===== src/rtl/regfl_pkg.sv =====
// Shared definitions for the 8x64 register file: geometry, read-port state
// encoding and the register slice layout on the flattened contents bus.
package regfl_pkg;

  localparam int REG_W  = 64;
  localparam int REG_N  = 8;
  localparam int REG_AW = 3;

  typedef enum logic {
    IDLE = 1'b0,
    SEND = 1'b1
  } state_t;

  // Register 0 occupies the most significant slice of the flattened bus.
  function automatic int reg_lsb(input int i, input int w, input int n);
    return (n * w) - w - (w * i);
  endfunction

endpackage


===== src/rtl/regfl_mux.sv =====
// Combinational N:1 word select from the flattened register-file bus.
import regfl_pkg::*;

module regfl_mux #(
  parameter int W  = REG_W,
  parameter int N  = REG_N,
  parameter int AW = REG_AW
) (
  input  logic [N*W-1:0] q_in,
  input  logic [AW-1:0]  idx,
  output logic [W-1:0]   word
);

  logic [W-1:0] words [N];

  for (genvar g = 0; g < N; g++) begin : g_slice
    assign words[g] = q_in[reg_lsb(g, W, N) +: W];
  end

  assign word = words[idx];

endmodule


===== src/rtl/regfl_rd.sv =====
// Burst read port: streams a wrapping run of registers, one snapshotted word
// per beat, over a valid/ready channel.
import regfl_pkg::*;

module regfl_rd #(
  parameter int W  = REG_W,
  parameter int N  = REG_N,
  parameter int AW = REG_AW
) (
  input  logic           clk,
  input  logic           rst,
  input  logic [N*W-1:0] q_in,
  input  logic           req,
  output logic           req_rdy,
  input  logic [AW-1:0]  addr,
  input  logic [AW-1:0]  len,
  output logic [W-1:0]   dout,
  output logic           dvalid,
  input  logic           dready,
  output logic           dlast,
  output logic           busy
);

  state_t        state, state_nx;
  logic [AW-1:0] idx, idx_nx;
  logic [AW-1:0] cnt, cnt_nx;
  logic [W-1:0]  dout_nx;
  logic          dvalid_nx;
  logic          dlast_nx;
  logic [AW-1:0] sel;
  logic [AW-1:0] idx_inc;
  logic [W-1:0]  word;

  assign idx_inc = idx + AW'(1);

  // The single mux serves both the first word (addr) and every following beat (idx+1).
  regfl_mux #(
    .W  (W),
    .N  (N),
    .AW (AW)
  ) u_mux (
    .q_in (q_in),
    .idx  (sel),
    .word (word)
  );

  // Next-state, mux select and next output values.
  always_comb begin
    state_nx  = state;
    idx_nx    = idx;
    cnt_nx    = cnt;
    dout_nx   = dout;
    dvalid_nx = dvalid;
    dlast_nx  = dlast;
    sel       = addr;
    case (state)
      IDLE: begin
        sel = addr;
        if (req) begin
          idx_nx    = addr;
          cnt_nx    = len;
          dout_nx   = word;
          dlast_nx  = (len == {AW{1'b0}});
          dvalid_nx = 1'b1;
          state_nx  = SEND;
        end else begin
          dvalid_nx = 1'b0;
          dlast_nx  = 1'b0;
          state_nx  = IDLE;
        end
      end
      SEND: begin
        sel = idx_inc;
        if (dready) begin
          if (cnt != {AW{1'b0}}) begin
            idx_nx    = idx_inc;
            cnt_nx    = cnt - AW'(1);
            dout_nx   = word;
            dlast_nx  = (cnt == AW'(1));
            dvalid_nx = 1'b1;
            state_nx  = SEND;
          end else begin
            // Last beat taken: dout keeps its final word.
            dvalid_nx = 1'b0;
            dlast_nx  = 1'b0;
            state_nx  = IDLE;
          end
        end else begin
          state_nx = SEND;
        end
      end
      default: begin
        dvalid_nx = 1'b0;
        dlast_nx  = 1'b0;
        state_nx  = IDLE;
      end
    endcase
  end

  // State and output registers; reset aborts any burst immediately.
  always_ff @(posedge clk or posedge rst) begin
    if (rst) begin
      state  <= IDLE;
      idx    <= {AW{1'b0}};
      cnt    <= {AW{1'b0}};
      dout   <= {W{1'b0}};
      dvalid <= 1'b0;
      dlast  <= 1'b0;
    end else begin
      state  <= state_nx;
      idx    <= idx_nx;
      cnt    <= cnt_nx;
      dout   <= dout_nx;
      dvalid <= dvalid_nx;
      dlast  <= dlast_nx;
    end
  end

  assign req_rdy = (state == IDLE);
  assign busy    = (state == SEND);

endmodule


===== config.mk =====
export PLATFORM = sky130hd
export DESIGN_NAME = regfl_rd
export DESIGN_NICKNAME = d
export VERILOG_FILES = /design/src/rtl/regfl_pkg.sv /design/src/rtl/regfl_mux.sv /design/src/rtl/regfl_rd.sv
export SDC_FILE = /design/constraint.sdc
export NUM_CORES = 1
export LEC_CHECK = 0
export ABC_CLOCK_PERIOD_IN_PS = 6800
export CAP_MARGIN = 5
export CORE_AREA = 2 2 230 232
export DETAILED_ROUTE_END_ITERATION = 8
export DIE_AREA = 0 0 232 234
export PLACE_DENSITY_LB_ADDON = 0.08
export SKIP_LAST_GASP = 1
export SLEW_MARGIN = 5
export SYNTH_ARGS = -nofsm -noshare
export SYNTH_HDL_FRONTEND = slang
export SYNTH_SLANG_ARGS = --single-unit
export TNS_END_PERCENT = 100

===== constraint.sdc =====
create_clock -name clk -period 6.8 [get_ports clk]
set_input_delay 1.7 -clock clk [delete_from_list [all_inputs] [get_ports clk]]
set_output_delay 1.7 -clock clk [all_outputs]
set_load 0.05 [all_outputs]

Word-level counts from Yosys, hierarchy flattened
Index checks and enable logic that the tools add are counted.
W data, S select, Z words.
{"block": "classes", "n_addsub": 2, "mul": 0, "div_mod_pow": 0, "n_lt_le_gt_ge": 1, "n_eq_ne": 4, "n_shift": 0, "muxes": 26, "bitwise_logic": 2, "reduce_logical": 3}
{"op": "$mux W64", "count": 5}
{"op": "$bmux W64 S3", "count": 1}
{"op": "$pmux W64 S2", "count": 1}
{"op": "$mux W3", "count": 6}
{"op": "$pmux W3 S2", "count": 3}
{"op": "$mux W1", "count": 7}
{"op": "$pmux W1 S2", "count": 3}
{"op": "$ge A4 B4 Y1 const B", "count": 1}
{"op": "$ne A2 B2 Y1 const B", "count": 2}
{"op": "$not A3 Y4", "count": 1}
{"op": "$add A3 B1 Y3 const B", "count": 1}
{"op": "$eq A3 B1 Y1 const B", "count": 1}
{"op": "$logic_not A3 Y1", "count": 1}
{"op": "$reduce_and A3 Y1", "count": 1}
{"op": "$reduce_bool A3 Y1", "count": 1}
{"op": "$sub A3 B1 Y3 const B", "count": 1}
{"op": "$ne A2 B1 Y1 const B", "count": 1}
{"op": "$not A1 Y1", "count": 1}
{"block": "totals", "register_bits": 73, "latchBits": 0, "mem_bits_rw": 0, "rom_bits": 0, "out_inout_bits": 68, "elab_cells": 44, "mem_count": 0}

Longest topological paths before layout
Gate-level depths: netlist (run 1).
{"block": "logic_depth", "ltp_word": 9, "depth_mapped": 9, "ltp_nobuf": 7}

Hierarchy
Synthesis (run 1) repeated with hierarchy kept, for this count alone.
{"block": "unflattened", "cells_unflattened": 424, "hier_area_um2": 6889.1}
{"mod": "regfl_mux", "instances": 1, "cells_each": 227, "area_per_inst_um2": 3832.4, "seq_area_each_um2": 0.0}
{"mod": "regfl_rd", "instances": 1, "cells_each": 197, "area_per_inst_um2": 3056.7, "seq_area_each_um2": 1826.8}

Least setup slack after synthesis (run 1)
No wires, ideal clock.
{"block": "synth_path", "kind": "flip-flop to output port", "from": "register state, in the netlist busy", "to": "output port req_rdy", "t_arrival_ns": 1.392, "path_slack_ns": 3.708, "path_stages_with_launch": 4, "cell_sequence": "dfrtp_1 -> buf_4 -> buf_4 -> clkinv_1"}
{"block": "synth_via", "elab_chain_len": 1}
{"element": "from (decl)", "line_no": "regfl_rd.sv:24", "source": "state_t state, state_nx;"}
{"element": "from (signal assigned)", "line_no": "regfl_rd.sv:110", "source": "state <= state_nx;"}
{"element": "$not A1 Y1"}
{"element": "to (decl)", "line_no": "regfl_rd.sv:14", "source": "output logic req_rdy,"}
No other way between the ends.

Final worst setup path (run 1)
Same ends and word-level chain as after synthesis.

==> out/qor.csv, run 1 <==
metric;value;unit
ir_drop;0.257;mV
synth_most_common_cell;nand2_1;
powerDensity;464;nW/µm²
synth_compound_area_frac;0.301;
start_util;0.138;
critPathKind;reg2out;
die_area;54300;µm²
vias;8795;
viasPerCell;4.20;
fin_nets;1921;
numPortBuffers;589;
synth-main-ff-cell;dfrtp_1;
outcome;finished clean;
critPathRequiredTime;5100;ps
die_w;232;µm
fin_ws;2730;ps
min_to;dout[12];
syn_nets;1385;
slew_headroom;0.225;
yosysSeqAreaShare;0.254;
critPathLaunchType;flip-flop;
wl_per_cell;21.4;µm
ant_nets;0;
placed_cells;2072;
grt_pass1_vias;9329;
ctsHtreeMaxLevel;3;
cts_tree;built;
hpwlAfterDp;34500;µm
firstDrtPassIters;4;
synth.area.top_cells;dfrtp_1 (25%), a32o_1 (18%), mux2i_1 (18%);
ys_top_cells_by_count;nand2_1 (324), a32o_1 (126), mux2i_1 (126), dfrtp_1 (73), o31ai_2 (50);
hold_violations;0;
syn_area_per_cell;8.36;µm²
drtIter0Drc;335;
cts_buffers;9;
core_area;52000;µm²
gp_congestion;0.789;
finalCoreUtilization;0.269;
slew_violations;0;
die_y;234;µm
crit_arrival;2370;ps
syn-cell-area;7180;µm²
tns;0;ps
io_pins;590;
slowest_delay;800;ps
rsz0062_at_grt;no;
fin_area;14000;µm²
fmax;246;MHz
muxShareOfSynthArea;0.179;
drive_gt1_frac;0.0637;
setup_violations;0;
worstPathMaxFanout;18;
r2r-end;dout[50];
wirelength;44800;µm
cts_root_buf;clkbuf_16;
grt_util_all_layers;0.157;
synth_fa_ha_area_frac;0.00697;
route.detailed.drc;0;
min-delay-start;dout[12];
synthDistinctLibCells;38;
clock-sinks;73;
finalCritPeriodShare;0.598;
grt_first_pass_wirelength;62600;µm
cp-end-kind;output pin;
gr-total-overflow;0;
path_cells;clkinv_1, clkdlybuf4s50_1;
async_flop_share;1.00;
post_cts_buffers;0;
synth_top_family_by_area;compound AO/OA/AOI/OAI gates;
finalNonFillerCells;2092;
clock_path_buffers;2;
finClkSkew;3.55;ps
synth_edf_count;0;
drv_cap;0;
yosysTopAreaCellShare;0.254;
clk_pin_slew;60;ps
rrSetupSlack;3520;ps
holdPathStages;2;
tightest_slew;1160;ps
leakage;5.60;nW
placed_area;13700;µm²
grt_max_degree;73;
yosysWarningCount;0;
clock_latency;360;ps
antenna_found_initial;7;
synth_area_leader_cell;dfrtp_1;
ctsHoldBuffers;0;
r2r_start;busy;
rows;84;
min_path_type;reg2reg;
period_needed;4070;ps
synth-seq-cells;73;
synth-simple-area-share;0.190;
syn-instance-count;859;
reg2reg_depth;5;
cts_resized;0;
synth-xor-area-share;0.00244;
area_growth;95.0;%
place_ws;2380;ps
cpMaxStageDelayCell;clkdlybuf4s50_1;
worst max-delay path: cells and delay by family (launching register included):
family / cells / cell delay, ps
buf+inv: 2 / 1240
flops: 1 / 770
registers in the layout, summed over array words and instances, names as in the netlist:
name	cells
busy	1
cnt	3
dlast	1
dout	64
dvalid	1
idx	3
how the worst max path moves through the flow:
stage             from        to  depth (start not counted)  slack [ps]
2_1_floorplan      rst      busy                          1        3250
3_3_place_gp   addr[0]  dout[45]                          7        2450
3_5_place_dp   addr[0]  dout[45]                          7        2380
4_1_cts           busy   req_rdy                          2        2700
5_1_grt        addr[0]  dout[43]                          7        2610
6_report          busy   req_rdy                          2        2730
cells by family after synthesis:
group	after synthesis
xor gates and xnor gates	2
DFF	73
buffers and inverters	87
adders and majority gates	4
muxes	127
and+or+nand+nor	348
AOI/OAI and AO/OA	218
power breakdown:
group / total, W / internal [W] / switching [W]
logic: 0.00521 / 0.00203 / 0.00318
registers: 0.000821 / 0.000676 / 0.000145
clock network: 0.000465 / 0.000251 / 0.000214
total: 0.00650 / 0.00296 / 0.00354
per-stage QoR:
step / hold slack, ps / total power (W)
5_1_grt: 500 / 0.00700
6_report: 482 / 0.00650
4_1_cts: 485 / 0.00668
2_1_floorplan: 499 / 0.00437
3_3_place_gp: 460 / 0.00619
3_5_place_dp: 471 / 0.00617
cell usage in the layout (no fill, tap or decap), types with 7 or more instances in the layout:
cell type        netlist  routed
a21oi_1                9       9
clkbuf_16              0       9
buf_4                  9      12
o31ai_1               14      14
o21ai_0                8       8
mux2i_1              126     126
dfrtp_1               73      73
diode_2                0       7
nand2_1              324     324
a32o_1               126     126
o31ai_2               50      50
clkdlybuf4s50_1        0     589
final cells by class:
cell class / instances / area (µm²)
Clock buffer: 12 / 246
Antenna cell: 7 / 17.5
Fill cell: 5627 / 38000
Tap cell: 688 / 861
Clock inverter: 1 / 5.00
Multi-Input combinational cell: 699 / 4930
Sequential cell: 73 / 1830
Timing Repair Buffer: 606 / 6090
Inverter: 6 / 25.0
routing by layer:
| layer | global-route usage | routed length (µm) |
|---|---|---|
| met1 | 0.176 | 17500 |
| met2 | 0.287 | 23100 |
| met3 | 0.0439 | 3510 |
| met4 | 0.0509 | 639 |
| met5 | 0 | 12 |
(Power assumes the default switching activity.)
==> inputs of run 2 (changes only) <==
--- a/config.mk
+++ b/config.mk
@@ -5,11 +5,11 @@
 export SDC_FILE = /design/constraint.sdc
 export NUM_CORES = 1
 export LEC_CHECK = 0
-export ABC_CLOCK_PERIOD_IN_PS = 6800
+export ABC_CLOCK_PERIOD_IN_PS = 3400
 export CAP_MARGIN = 5
-export CORE_AREA = 2 2 230 232
+export CORE_AREA = 2 2 231 233
 export DETAILED_ROUTE_END_ITERATION = 8
-export DIE_AREA = 0 0 232 234
+export DIE_AREA = 0 0 233 235
 export PLACE_DENSITY_LB_ADDON = 0.08
 export SKIP_LAST_GASP = 1
 export SLEW_MARGIN = 5
==> constraint.sdc (replaced) <==
create_clock -name clk -period 3.4 [get_ports clk]
set_input_delay 0.85 -clock clk [delete_from_list [all_inputs] [get_ports clk]]
set_output_delay 0.85 -clock clk [all_outputs]
set_load 0.05 [all_outputs]
==> out/qor.csv, run 2 (same netlist as run 1, synthesis figures left out) <==
metric;value;unit;change
outcome;finished clean;;
worstPathMaxFanout;18;;unchanged
place_ws;502;ps;-1880 ps
gr-total-overflow;0;;unchanged
tns;0;ps;unchanged
slew_headroom;0.408;;+0.182
cts_root_buf;clkbuf_16;;
cts_buffers;9;;unchanged
die_w;233;µm;+0.43%
reg_top3;dout: 64 flops, cnt: 3 flops, idx: 3 flops;;
cp-end-kind;output pin;;
vias;8937;;+1.6%
placed_area;14000;µm²;+2.2%
ctsHoldBuffers;0;;unchanged
gp_congestion;0.813;;+3.1%
rows;84;;unchanged
tightest_slew;889;ps;-269 ps
period_needed;2940;ps;
holdPathStages;2;;unchanged
drv_cap;0;;unchanged
met3WireLength;3820;µm;+8.6%
wirelength;45700;µm;+2.1%
top_register;dout;;
final_common_cell;clkdlybuf4s50_1;;
fin_area;14400;µm²;+2.7%
regArea;1830;µm²;unchanged
finalCoreUtilization;0.275;;+0.00625
min_path_type;reg2reg;;
finalCritPeriodShare;0.866;;
finClkSkew;7.71;ps;+4.17 ps
crit_arrival;2090;ps;-280 ps
antenna_found_initial;3;;-4
highest_layer;met5;;
leakage;5.79;nW;+3.4%
cts_tree;built;;
grt_first_pass_wirelength;64300;µm;+2.8%
grt_util_all_layers;0.161;;+0.00355
met2_length;23200;µm;+0.31%
clock-sinks;73;;unchanged
ctsHtreeMaxLevel;3;;unchanged
start_util;0.137;;-0.000555
numPortBuffers;589;;unchanged
ant_nets;0;;unchanged
r2r-end;dout[52];;
drive_gt1_frac;0.0783;;+0.0146
largest_reg_flops;64;;unchanged
powerDensity;959;nW/µm²;+110%
critPathRequiredTime;2550;ps;-2550 ps
wl_met1;17700;µm;+1.2%
grt_max_degree;67;;-8.2%
route.detailed.drc;0;;unchanged
critPathKind;reg2out;;
reg2reg_depth;5;;unchanged
post_cts_buffers;0;;unchanged
clock_latency;370;ps;about the same
path_cells;clkinv_1, clkdlybuf4s50_1;;
fin_nets;1938;;+0.88%
slowest_delay;770;ps;-30 ps
grt_pass1_vias;9503;;+1.9%
crit_buf_inv;2;;unchanged
fin_total_pwr;0.0138;W;+110%
drtIter0Drc;368;;+9.9%
ir_drop;0.478;mV;+86%
cpMaxStageDelayCell;dfrtp_1;;
final_cell_mix;clkdlybuf4s50_1 (589), nand2_1 (324), mux2i_1 (126), a32o_1 (126), dfrtp_1 (73);;
die_area;54800;µm²;+0.86%
hpwlAfterDp;35800;µm;+3.6%
rsz0062_at_grt;no;;
firstDrtPassIters;5;;+1
slew_violations;0;;unchanged
fill_cells;5624;;-0.053%
min_to;dout[50];;
die_y;235;µm;+0.43%
clock_path_buffers;2;;unchanged
io_pins;590;;unchanged
critPathLaunchType;flip-flop;;
setup_violations;0;;unchanged
fin_ws;457;ps;-2280 ps
area_growth;100;%;
hold_violations;0;;unchanged
critical-path-top-delay-family;buffers and inverters;;
wl_per_cell;21.7;µm;+1.3%
cts_resized;0;;unchanged
clk_pin_slew;70;ps;about the same
min-delay-start;dout[50];;
viasPerCell;4.24;;+0.89%
multi_input_area;4930;µm²;unchanged
fmax;340;MHz;
rrSetupSlack;880;ps;-2640 ps
r2r_start;busy;;
core_area;52200;µm²;+0.40%
==> run 2: cell count changes in the layout (fill, tap and decap cells not counted) <==
cell / delta
diode_2: -5
bufinv_16: +3
clkinv_2: +2
clkbuf_1: -2
buf_12: +14
buf_4: +3
==> run 2: worst register-to-register path: stages, from the launching register on <==
cell and delay (ps):
dfrtp_1 770, nand2_1 330, o21ai_4 600, buf_12 290, a32o_1 290, o31ai_1 100
==> run 2: worst max path at each step <==
stage            start  endpoint  slack, ps  cells past startpoint
2_1_floorplan      rst      busy        700                      1
3_3_place_gp   addr[1]  dout[52]        520                      7
3_5_place_dp   addr[0]  dout[43]        500                      8
4_1_cts           busy   req_rdy        420                      2
5_1_grt           busy   req_rdy        350                      2
6_report          busy   req_rdy        460                      2
==> run 2: power breakdown <==
| part | switching (W) | internal (W) |
|---|---|---|
| Clock | 0.000482 | 0.000735 |
| Combinational | 0.00646 | 0.00449 |
| Sequential | 0.000271 | 0.00135 |
==> run 2: routing by layer <==
layer / GRT usage / vias to the layer above
met3: 0.0493 / 37
met5: 0 / -
met1: 0.176 / 4248
met2: 0.293 / 347
li1: - / 4303
met4: 0.0527 / 2
==> run 2: area by class of cell <==
cell class | count | area share
Sequential cell | 73 | 0.127
Clock buffer | 10 | 0.0166
Antenna cell | 2 | 0.000348
Multi-Input combinational cell | 699 | 0.343
Timing Repair Buffer | 623 | 0.444
Clock inverter | 6 | 0.00731
Inverter | 6 | 0.00174
Tap cell | 688 | 0.0599
==> run 2: metrics by stage <==
step                      hold WS (ps)  cells
after detailed placement           466   2089
after global placement             462   2089
final                              476   2107
after floorplan                    499    859
after global routing               494   2107
after CTS                          482   2105
==> inputs of run 3 (changes only) <==
--- a/config.mk
+++ b/config.mk
@@ -5,7 +5,6 @@
 export SDC_FILE = /design/constraint.sdc
 export NUM_CORES = 1
 export LEC_CHECK = 0
-export ABC_CLOCK_PERIOD_IN_PS = 3400
 export CAP_MARGIN = 5
 export CORE_AREA = 2 2 231 233
 export DETAILED_ROUTE_END_ITERATION = 8
==> results of run 3 <==
Final layout, timing and power as in run 2 (identical DEF).
